### src/rtl/sipo_pkg.sv
`default_nettype none
// ============================================================================
// Module      : sipo_pkg
// Description : Shared types and helpers for the SIPO deserializer slice.
//               - sipo_state_t : deserializer FSM state encoding
//               - DEF_DATA_W   : default parallel word width
//               - cnt_width()  : bit-counter width, never less than 1
// Revision    : 1.0 - initial release
// ============================================================================
package sipo_pkg;

  typedef enum logic {
    IDLE  = 1'b0,
    SHIFT = 1'b1
  } sipo_state_t;

  localparam int DEF_DATA_W = 8;

  // Width needed to count 0..w-1; a width of 1 is kept for tiny words so
  // that the counter never collapses to a zero-width vector.
  function automatic int cnt_width(input int w);
    return (w <= 2) ? 1 : $clog2(w);
  endfunction

endpackage
`default_nettype wire

### src/rtl/sipo_bit_counter.sv
`default_nettype none
// ============================================================================
// Module      : sipo_bit_counter
// Description : Modulo-DATA_W bit counter with enable and synchronous clear.
// Ports       : clk      in   clock, rising edge
//               rst_n    in   asynchronous active-low reset
//               en_i     in   count one bit this cycle
//               clear_i  in   return count to zero (has priority over en_i)
//               count_o  out  current count, 0..DATA_W-1
//               last_o   out  en_i while count_o == DATA_W-1 (wraps this edge)
// Revision    : 1.0 - initial release
// ============================================================================
module sipo_bit_counter
  import sipo_pkg::*;
#(
  parameter int DATA_W = DEF_DATA_W,
  parameter int CNT_W  = cnt_width(DATA_W)
) (
  input  logic             clk,
  input  logic             rst_n,
  input  logic             en_i,
  input  logic             clear_i,
  output logic [CNT_W-1:0] count_o,
  output logic             last_o
);

  localparam logic [CNT_W-1:0] C_MAX = CNT_W'(DATA_W - 1);
  localparam logic [CNT_W-1:0] C_ONE = CNT_W'(1);

  logic [CNT_W-1:0] count_q;
  logic [CNT_W-1:0] count_d;

  assign last_o  = en_i & (count_q == C_MAX);
  assign count_o = count_q;

  always_comb begin
    count_d = count_q;
    if (clear_i) begin
      count_d = '0;
    end else if (en_i) begin
      count_d = last_o ? '0 : (count_q + C_ONE);
    end
  end

  always_ff @(posedge clk or negedge rst_n) begin
    if (!rst_n) begin
      count_q <= '0;
    end else begin
      count_q <= count_d;
    end
  end

endmodule
`default_nettype wire

### src/rtl/sipo_deserializer.sv
`default_nettype none
// ============================================================================
// Module      : sipo_deserializer
// Description : Serial-in / parallel-out front stage. Collects DATA_W bits
//               qualified by s_en into a word and presents it on a one-entry
//               valid/ready output register. Flags aborted and dropped words.
// Ports       : clk         in   clock, rising edge
//               rst_n       in   asynchronous active-low reset
//               s_en        in   serial enable, one bit sampled per edge
//               s_data      in   serial data bit
//               p_data      out  parallel word held in the output register
//               p_valid     out  output register holds an unconsumed word
//               p_ready     in   downstream accepts (transfer on valid&ready)
//               word_done   out  pulse the cycle after a word's last bit
//               frame_abort out  pulse after s_en drops mid-word
//               overflow    out  sticky: a completed word was dropped
//               ovf_clr     in   synchronous clear of overflow
//               bit_cnt     out  bits collected so far (debug)
// Revision    : 1.0 - initial release
// ============================================================================
module sipo_deserializer
  import sipo_pkg::*;
#(
  parameter int DATA_W    = DEF_DATA_W,  // must be >= 2
  parameter int MSB_FIRST = 1
) (
  input  logic                          clk,
  input  logic                          rst_n,
  input  logic                          s_en,
  input  logic                          s_data,
  output logic [DATA_W-1:0]             p_data,
  output logic                          p_valid,
  input  logic                          p_ready,
  output logic                          word_done,
  output logic                          frame_abort,
  output logic                          overflow,
  input  logic                          ovf_clr,
  output logic [cnt_width(DATA_W)-1:0]  bit_cnt
);

  localparam int CNT_W = cnt_width(DATA_W);

  sipo_state_t       state_q, state_d;
  logic [DATA_W-1:0] shift_q, shift_d;
  logic [DATA_W-1:0] p_data_q, p_data_d;
  logic              p_valid_q, p_valid_d;
  logic              word_done_q;
  logic              frame_abort_q;
  logic              overflow_q, overflow_d;

  logic [DATA_W-1:0] w_shift_in;
  logic [CNT_W-1:0]  w_count;
  logic              w_last;
  logic              w_abort;
  logic              w_drop;

  // --------------------------------------------------------------------------
  // Bit counter; cleared only when a partial word is abandoned, otherwise it
  // wraps by itself on the last bit.
  // --------------------------------------------------------------------------
  sipo_bit_counter #(
    .DATA_W (DATA_W),
    .CNT_W  (CNT_W)
  ) u_bit_counter (
    .clk     (clk),
    .rst_n   (rst_n),
    .en_i    (s_en),
    .clear_i (w_abort),
    .count_o (w_count),
    .last_o  (w_last)
  );

  // --------------------------------------------------------------------------
  // Shift direction. w_shift_in is the register contents including the bit
  // sampled this edge, so on the last bit it is the finished word.
  // --------------------------------------------------------------------------
  if (MSB_FIRST != 0) begin : g_msb_first
    assign w_shift_in = {shift_q[DATA_W-2:0], s_data};
  end else begin : g_lsb_first
    assign w_shift_in = {s_data, shift_q[DATA_W-1:1]};
  end

  // --------------------------------------------------------------------------
  // FSM next state
  // --------------------------------------------------------------------------
  always_comb begin
    state_d = state_q;
    w_abort = 1'b0;
    case (state_q)
      IDLE: begin
        if (s_en) begin
          state_d = SHIFT;
        end
      end
      SHIFT: begin
        if (!s_en) begin
          state_d = IDLE;
          w_abort = 1'b1;
        end else if (w_last) begin
          state_d = IDLE;
        end
      end
      default: state_d = IDLE;
    endcase
  end

  // --------------------------------------------------------------------------
  // Datapath next state
  // --------------------------------------------------------------------------
  // A completed word is lost only when the output register is full and is
  // not being drained in the same cycle.
  assign w_drop = w_last & p_valid_q & ~p_ready;

  always_comb begin
    shift_d    = shift_q;
    p_data_d   = p_data_q;
    p_valid_d  = p_valid_q;
    overflow_d = overflow_q;

    if (w_abort) begin
      shift_d = '0;
    end else if (s_en) begin
      shift_d = w_shift_in;
    end

    if (w_last && !w_drop) begin
      p_data_d  = w_shift_in;
      p_valid_d = 1'b1;
    end else if (p_valid_q && p_ready) begin
      p_valid_d = 1'b0;
    end

    // A new drop beats a coincident clear.
    if (w_drop) begin
      overflow_d = 1'b1;
    end else if (ovf_clr) begin
      overflow_d = 1'b0;
    end
  end

  always_ff @(posedge clk or negedge rst_n) begin
    if (!rst_n) begin
      state_q       <= IDLE;
      shift_q       <= '0;
      p_data_q      <= '0;
      p_valid_q     <= 1'b0;
      word_done_q   <= 1'b0;
      frame_abort_q <= 1'b0;
      overflow_q    <= 1'b0;
    end else begin
      state_q       <= state_d;
      shift_q       <= shift_d;
      p_data_q      <= p_data_d;
      p_valid_q     <= p_valid_d;
      word_done_q   <= w_last;
      frame_abort_q <= w_abort;
      overflow_q    <= overflow_d;
    end
  end

  assign p_data      = p_data_q;
  assign p_valid     = p_valid_q;
  assign word_done   = word_done_q;
  assign frame_abort = frame_abort_q;
  assign overflow    = overflow_q;
  assign bit_cnt     = w_count;

endmodule
`default_nettype wire

### config.mk
export PLATFORM = sky130hd
export DESIGN_NAME = sipo_deserializer
export DESIGN_NICKNAME = d
export VERILOG_FILES = /design/src/rtl/sipo_pkg.sv /design/src/rtl/sipo_bit_counter.sv /design/src/rtl/sipo_deserializer.sv
export SDC_FILE = /design/constraint.sdc
export NUM_CORES = 1
export LEC_CHECK = 0
export ABC_AREA = 1
export BUFFER_PORTS_ARGS = -buffer_cell sky130_fd_sc_hd__buf_2
export CORE_MARGIN = 10
export CORE_UTILIZATION = 51
export CTS_CLUSTER_DIAMETER = 40
export CTS_CLUSTER_SIZE = 24
export DETAILED_ROUTE_END_ITERATION = 10
export HOLD_SLACK_MARGIN = 0.02
export PLACE_DENSITY = 0.76
export SYNTH_ARGS = -nofsm -noshare
export SYNTH_HDL_FRONTEND = slang
export SYNTH_SLANG_ARGS = --single-unit
### constraint.sdc
create_clock -name clk -period 1.45 [get_ports clk]
set_input_delay 0.0725 -clock clk [delete_from_list [all_inputs] [get_ports clk]]
set_output_delay 0.0725 -clock clk [all_outputs]
set_load 0.1 [all_outputs]
; After elaboration in Yosys (flattened, before gate mapping)
; Index checks and enable logic that the tools add are counted.
[totals]
inputBits = 6
output_inout_bits = 15
word_cells = 36
regBits = 23
[classes]
eq_ne = 1
mux = 15
reduce_logical = 6
addsub = 1
bitwise_logic = 5
[op_table]
columns = operator, count
row1 = 7-bit two-way mux, 2
row2 = 1-bit two-way mux, 9
row3 = 3-bit two-way mux, 3
row4 = 2-bit nonzero test, 3
row5 = "3-bit by 1-bit adder with 3-bit output, second input constant", 1
row6 = 1-bit bitwise AND, 3
row7 = "3-bit == test, second input constant", 1
row8 = 1-bit logical AND, 2
row9 = 1-bit inverter, 2
row10 = 1-bit case mux with 2 select lines, 1
row11 = 1-bit logical NOT, 1

; Longest topological paths before layout
[logic_depth]
ltp_word = 7
ltp_mapped = 7
depth_no_buf = 7

; By module
; Synthesis repeated with hierarchy kept, for this count alone.
[hier_totals]
hier_cells = 101
hier_area_um2 = 942.2
[by_module_without_submodules]
columns = module, area_each_um2, seq_area_each_um2, cells_each, n_inst
row1 = sipo_deserializer, 775.7, 500.5, 79, 1
row2 = sipo_bit_counter, 166.4, 75.1, 22, 1

; Least setup slack after synthesis
; OpenSTA, ideal clock, no wires.
[synth_path]
path_type = flip-flop to flip-flop
startpoint = reg u_bit_counter.count_q[0] (netlist: u_bit_counter.count_o[0])
endpoint = reg p_data_q[0] (netlist: p_data[0])
required_ns = 1.328
period_less_slack_ns = 1.880
arrival_ns = 1.758
slack_ns = -0.430
n_path_buf = 0
setup_ns = 0.122
stages_incl_launch_ff = 8
path_cell_list = dfrtp_1 ha_1 ha_1 nand2_4 inv_8 nand2_4 nand2_1 nand2_1
[synth_via]
elab_chain_len = 6
[synth_rtl]
columns = element, line_no
row1 = "start, declared", sipo_bit_counter.sv:30  ; logic [CNT_W-1:0] count_q;
row2 = "start signal, assigned", sipo_bit_counter.sv:49  ; count_q <= count_d;
row3 = 3-bit == test (*), sipo_bit_counter.sv:33  ; assign last_o = en_i & (count_q == C_MAX);
row4 = 1-bit bitwise AND (*), sipo_bit_counter.sv:33
row5 = net u_bit_counter.last_o, sipo_bit_counter.sv:24  ; output logic last_o
row6 = 1-bit bitwise AND (2 in series), sipo_deserializer.sv:112  ; assign w_drop = w_last & p_valid_q & ~p_ready;
row7 = 1-bit logical NOT, sipo_deserializer.sv:126  ; if (w_last && !w_drop) begin
row8 = 1-bit logical AND (*), sipo_deserializer.sv:126
row9 = "end signal, assigned", sipo_deserializer.sv:153  ; p_data_q <= p_data_d;
row10 = "end, declared", sipo_deserializer.sv:45  ; logic [DATA_W-1:0] p_data_q, p_data_d;
; Mark *: on every way through the listed nets, which the timed path passes. The rest lies on a longest branch.
; A chain may end at the register's enable or synchronous reset.

; Worst setup path after layout
[layout_path]
startpoint = reg u_bit_counter.count_q[0] (netlist: u_bit_counter.count_o[0])
endpoint = reg p_data_q[4] (netlist: p_data[4])
; Same word-level chain as after synthesis.

==> qor.txt <==
status -> finished clean
Tot GR Track Use -> 10.1%
crit end category -> register
initial DRC count -> 20
CTS sink count -> 23
worst hold stages -> 2
Port Buffers -> 20
Slew HR -> 67.1%
CTS Buffer Depth -> 2
Synth area leaders -> dfrtp_1 62%, nand2_1 11%, nand3_1 5.4%, inv_1 4.1%, o22ai_1 4.1%
yosys warns -> 0
Starting Density -> 53.6%
DIE HEIGHT -> 62.6 um
Max Cap Viol -> 0
core area -> 0.00173 mm^2
die width -> 62.6 um
drt pass-1 iters -> 4
CP max FO -> 10
total gr overflow -> 0
Setup TNS -> 0 ns
reg2reg end -> p_data[4]
CP required -> 1.69 ns
Max IR drop VDD -> 0.975 mV
Final nets -> 124
FF-to-FF Start -> u_bit_counter.count_o[0]
fin crit share -> 90.0%
Pwr per Cell Area -> 1600 mW/mm^2
Setup violations, final -> 0
gpl congestion -> 0.784
Layout area overhead -> 20.5%
vias in the first global route -> 697
Syn Inst Count -> 90
number of synthesized register bits -> 23
first-pass GRT wire length -> 3.24 mm
Syn Std Cell Area -> 926 um^2
root buffer cell -> clkbuf_4
syn nets -> 98
Clock Skews -> 0.00486 ns
worst skew pair latency -> 0.30 ns
Rows -> 15
CTS buffer count -> 3
leakage -> 0.000614 uW
DRC -> 0
R2R depth -> 7
total power -> 1790 uW
register area share after synthesis -> 62.2%
total number of vias -> 661
Slew @ Worst Pin -> 0.493 ns
startpoint types -> register
Final Max Slew Viols -> 0
CTS tree -> built
count of cell types in the netlist -> 14
Clk pin slew, worst setup/hold paths -> 0.11 ns
Post-Route WL -> 1.70 mm
Vias per Instance -> 4.72
Peak Freq -> 766 MHz
synthesized area per cell -> 10.3 um^2
Die ar. -> 0.00392 mm^2
post-route ant nets -> 0
RSZ-0062 raised after global routing -> no
Tmin final -> 1.31 ns
R2R setup slack -> 0.14 ns
hpwl dp -> 1.30 mm
Hold Path Sink -> frame_abort
worst hold path type -> in2reg
CP Class -> reg2reg
I/O Pins -> 21
area share of the largest cell type after synthesis -> 62.2%
DR WL/cell -> 12.2 um
Clock H-tree levels -> 1
Ant. Diodes -> 0
layout cells sized above 1 -> 30.4%
area leader, netlist -> dfrtp_1
CTS resizes -> 0
WP data arrival -> 1.55 ns
antenna violations before repair -> 0
Final Hold Fails -> 0
hold_sp -> s_en
largest net degree at the start of global routing -> 24
critical path: stages, from the launching register on:
cell and delay [ns]:
dfrtp_4 0.52, ha_4 0.17, ha_2 0.19, nand2_4 0.11
inv_8 0.05, nand2_4 0.08, nand2_1 0.07, nand2_1 0.06
cell usage after synthesis:
cell / number
nand2_1: 26
inv_1: 10
a21oi_1: 1
o21ai_2: 1
nand3_1: 10
ha_1: 2
inv_2: 1
buf_6: 2
nand2_4: 3
dfrtp_1: 23
o22ai_1: 6
inv_8: 1
o21ai_0: 2
nor2_1: 2
state kept, by name, indices dropped and copies added (netlist names):
signal	flops
frame_abort	1
overflow	1
p_data	8
p_valid	1
shift_q	7
state_q	1
u_bit_counter.count_o	3
word_done	1
cells in the final DEF, fill, tap and decap left out:
cell type,Yosys,routed
a21oi_1,1,1
buf_2,0,20
clkbuf_1,0,1
clkbuf_4,0,3
dfrtp_1,23,19
dfrtp_2,0,2
dfrtp_4,0,2
dlygate4sd3_1,0,3
ha_2,0,1
ha_4,0,1
inv_1,10,10
inv_2,1,1
inv_8,1,1
nand2_1,26,26
nand2_4,3,3
nand3_1,10,10
nor2_1,2,2
o21ai_0,2,2
o21ai_2,1,1
o22ai_1,6,6
worst max-delay path by stage:
stage	from	end	slack (ns)	cells past startpoint
5_1_grt	u_bit_counter.count_o[0]	p_data[3]	0.05	7
3_3_place_gp	u_bit_counter.count_o[0]	p_data[4]	0.21	7
4_1_cts	u_bit_counter.count_o[0]	p_data[4]	0.14	7
3_5_place_dp	u_bit_counter.count_o[0]	p_data[4]	0.19	7
2_1_floorplan	u_bit_counter.count_o[0]	p_data[0]	0.02	7
6_report	u_bit_counter.count_o[0]	p_data[4]	0.14	7
cell families after synthesis:
group / count (synthesis) / synth area share, %
simple gates: 41 / 20.4
flops: 23 / 62.2
buf+inv: 14 / 8.11
compound gates: 10 / 6.62
fa+ha+maj: 2 / 2.70
through the flow:
stage / hold WS, ns / setup WS, ns / area, um^2 / utilization (%) / std cells
floorplan: -0.223 / 0.0176 / 951 / - / 90
global placement: 0.0631 / 0.207 / 1060 / 61.4 / 133
detailed placement: 0.0692 / 0.185 / 1060 / 61.4 / 133
CTS: 0.0527 / 0.143 / 1120 / 64.6 / 140
global route: 0.0671 / 0.0526 / 1120 / 64.6 / 140
finish: 0.0592 / 0.145 / 1120 / 64.6 / 140
power by group:
group | total (uW) | switching, uW | leakage, uW | internal, uW
registers | 782 | 52.9 | 0.000304 | 729
clock network | 279 | 172 | 0.0000150 | 107
logic | 724 | 615 | 0.000295 | 109
timing repair:
action	in CTS	in global routing
setup buffers	0	0
endpoints found under the hold margin	25	0
setup endpoints to repair	0	0
hold buffers	3	0
layout make-up:
cell class,instances,area [um^2]
Fill cell,159,611
Clock buffer,4,26.3
Multi-Input combinational cell,53,290
Sequential cell,23,586
Inverter,12,52.6
Tap cell,25,31.3
Timing Repair Buffer,23,130
per-layer routing:
layer,global-route usage (%),wire length (um),part of all wire [%]
met1,11.0,726,43
met3,4.12,146,8.6
met5,0,0,0
met4,6.70,47,2.8
met2,15.6,780,46
Power figures use the tool's default switching activity.
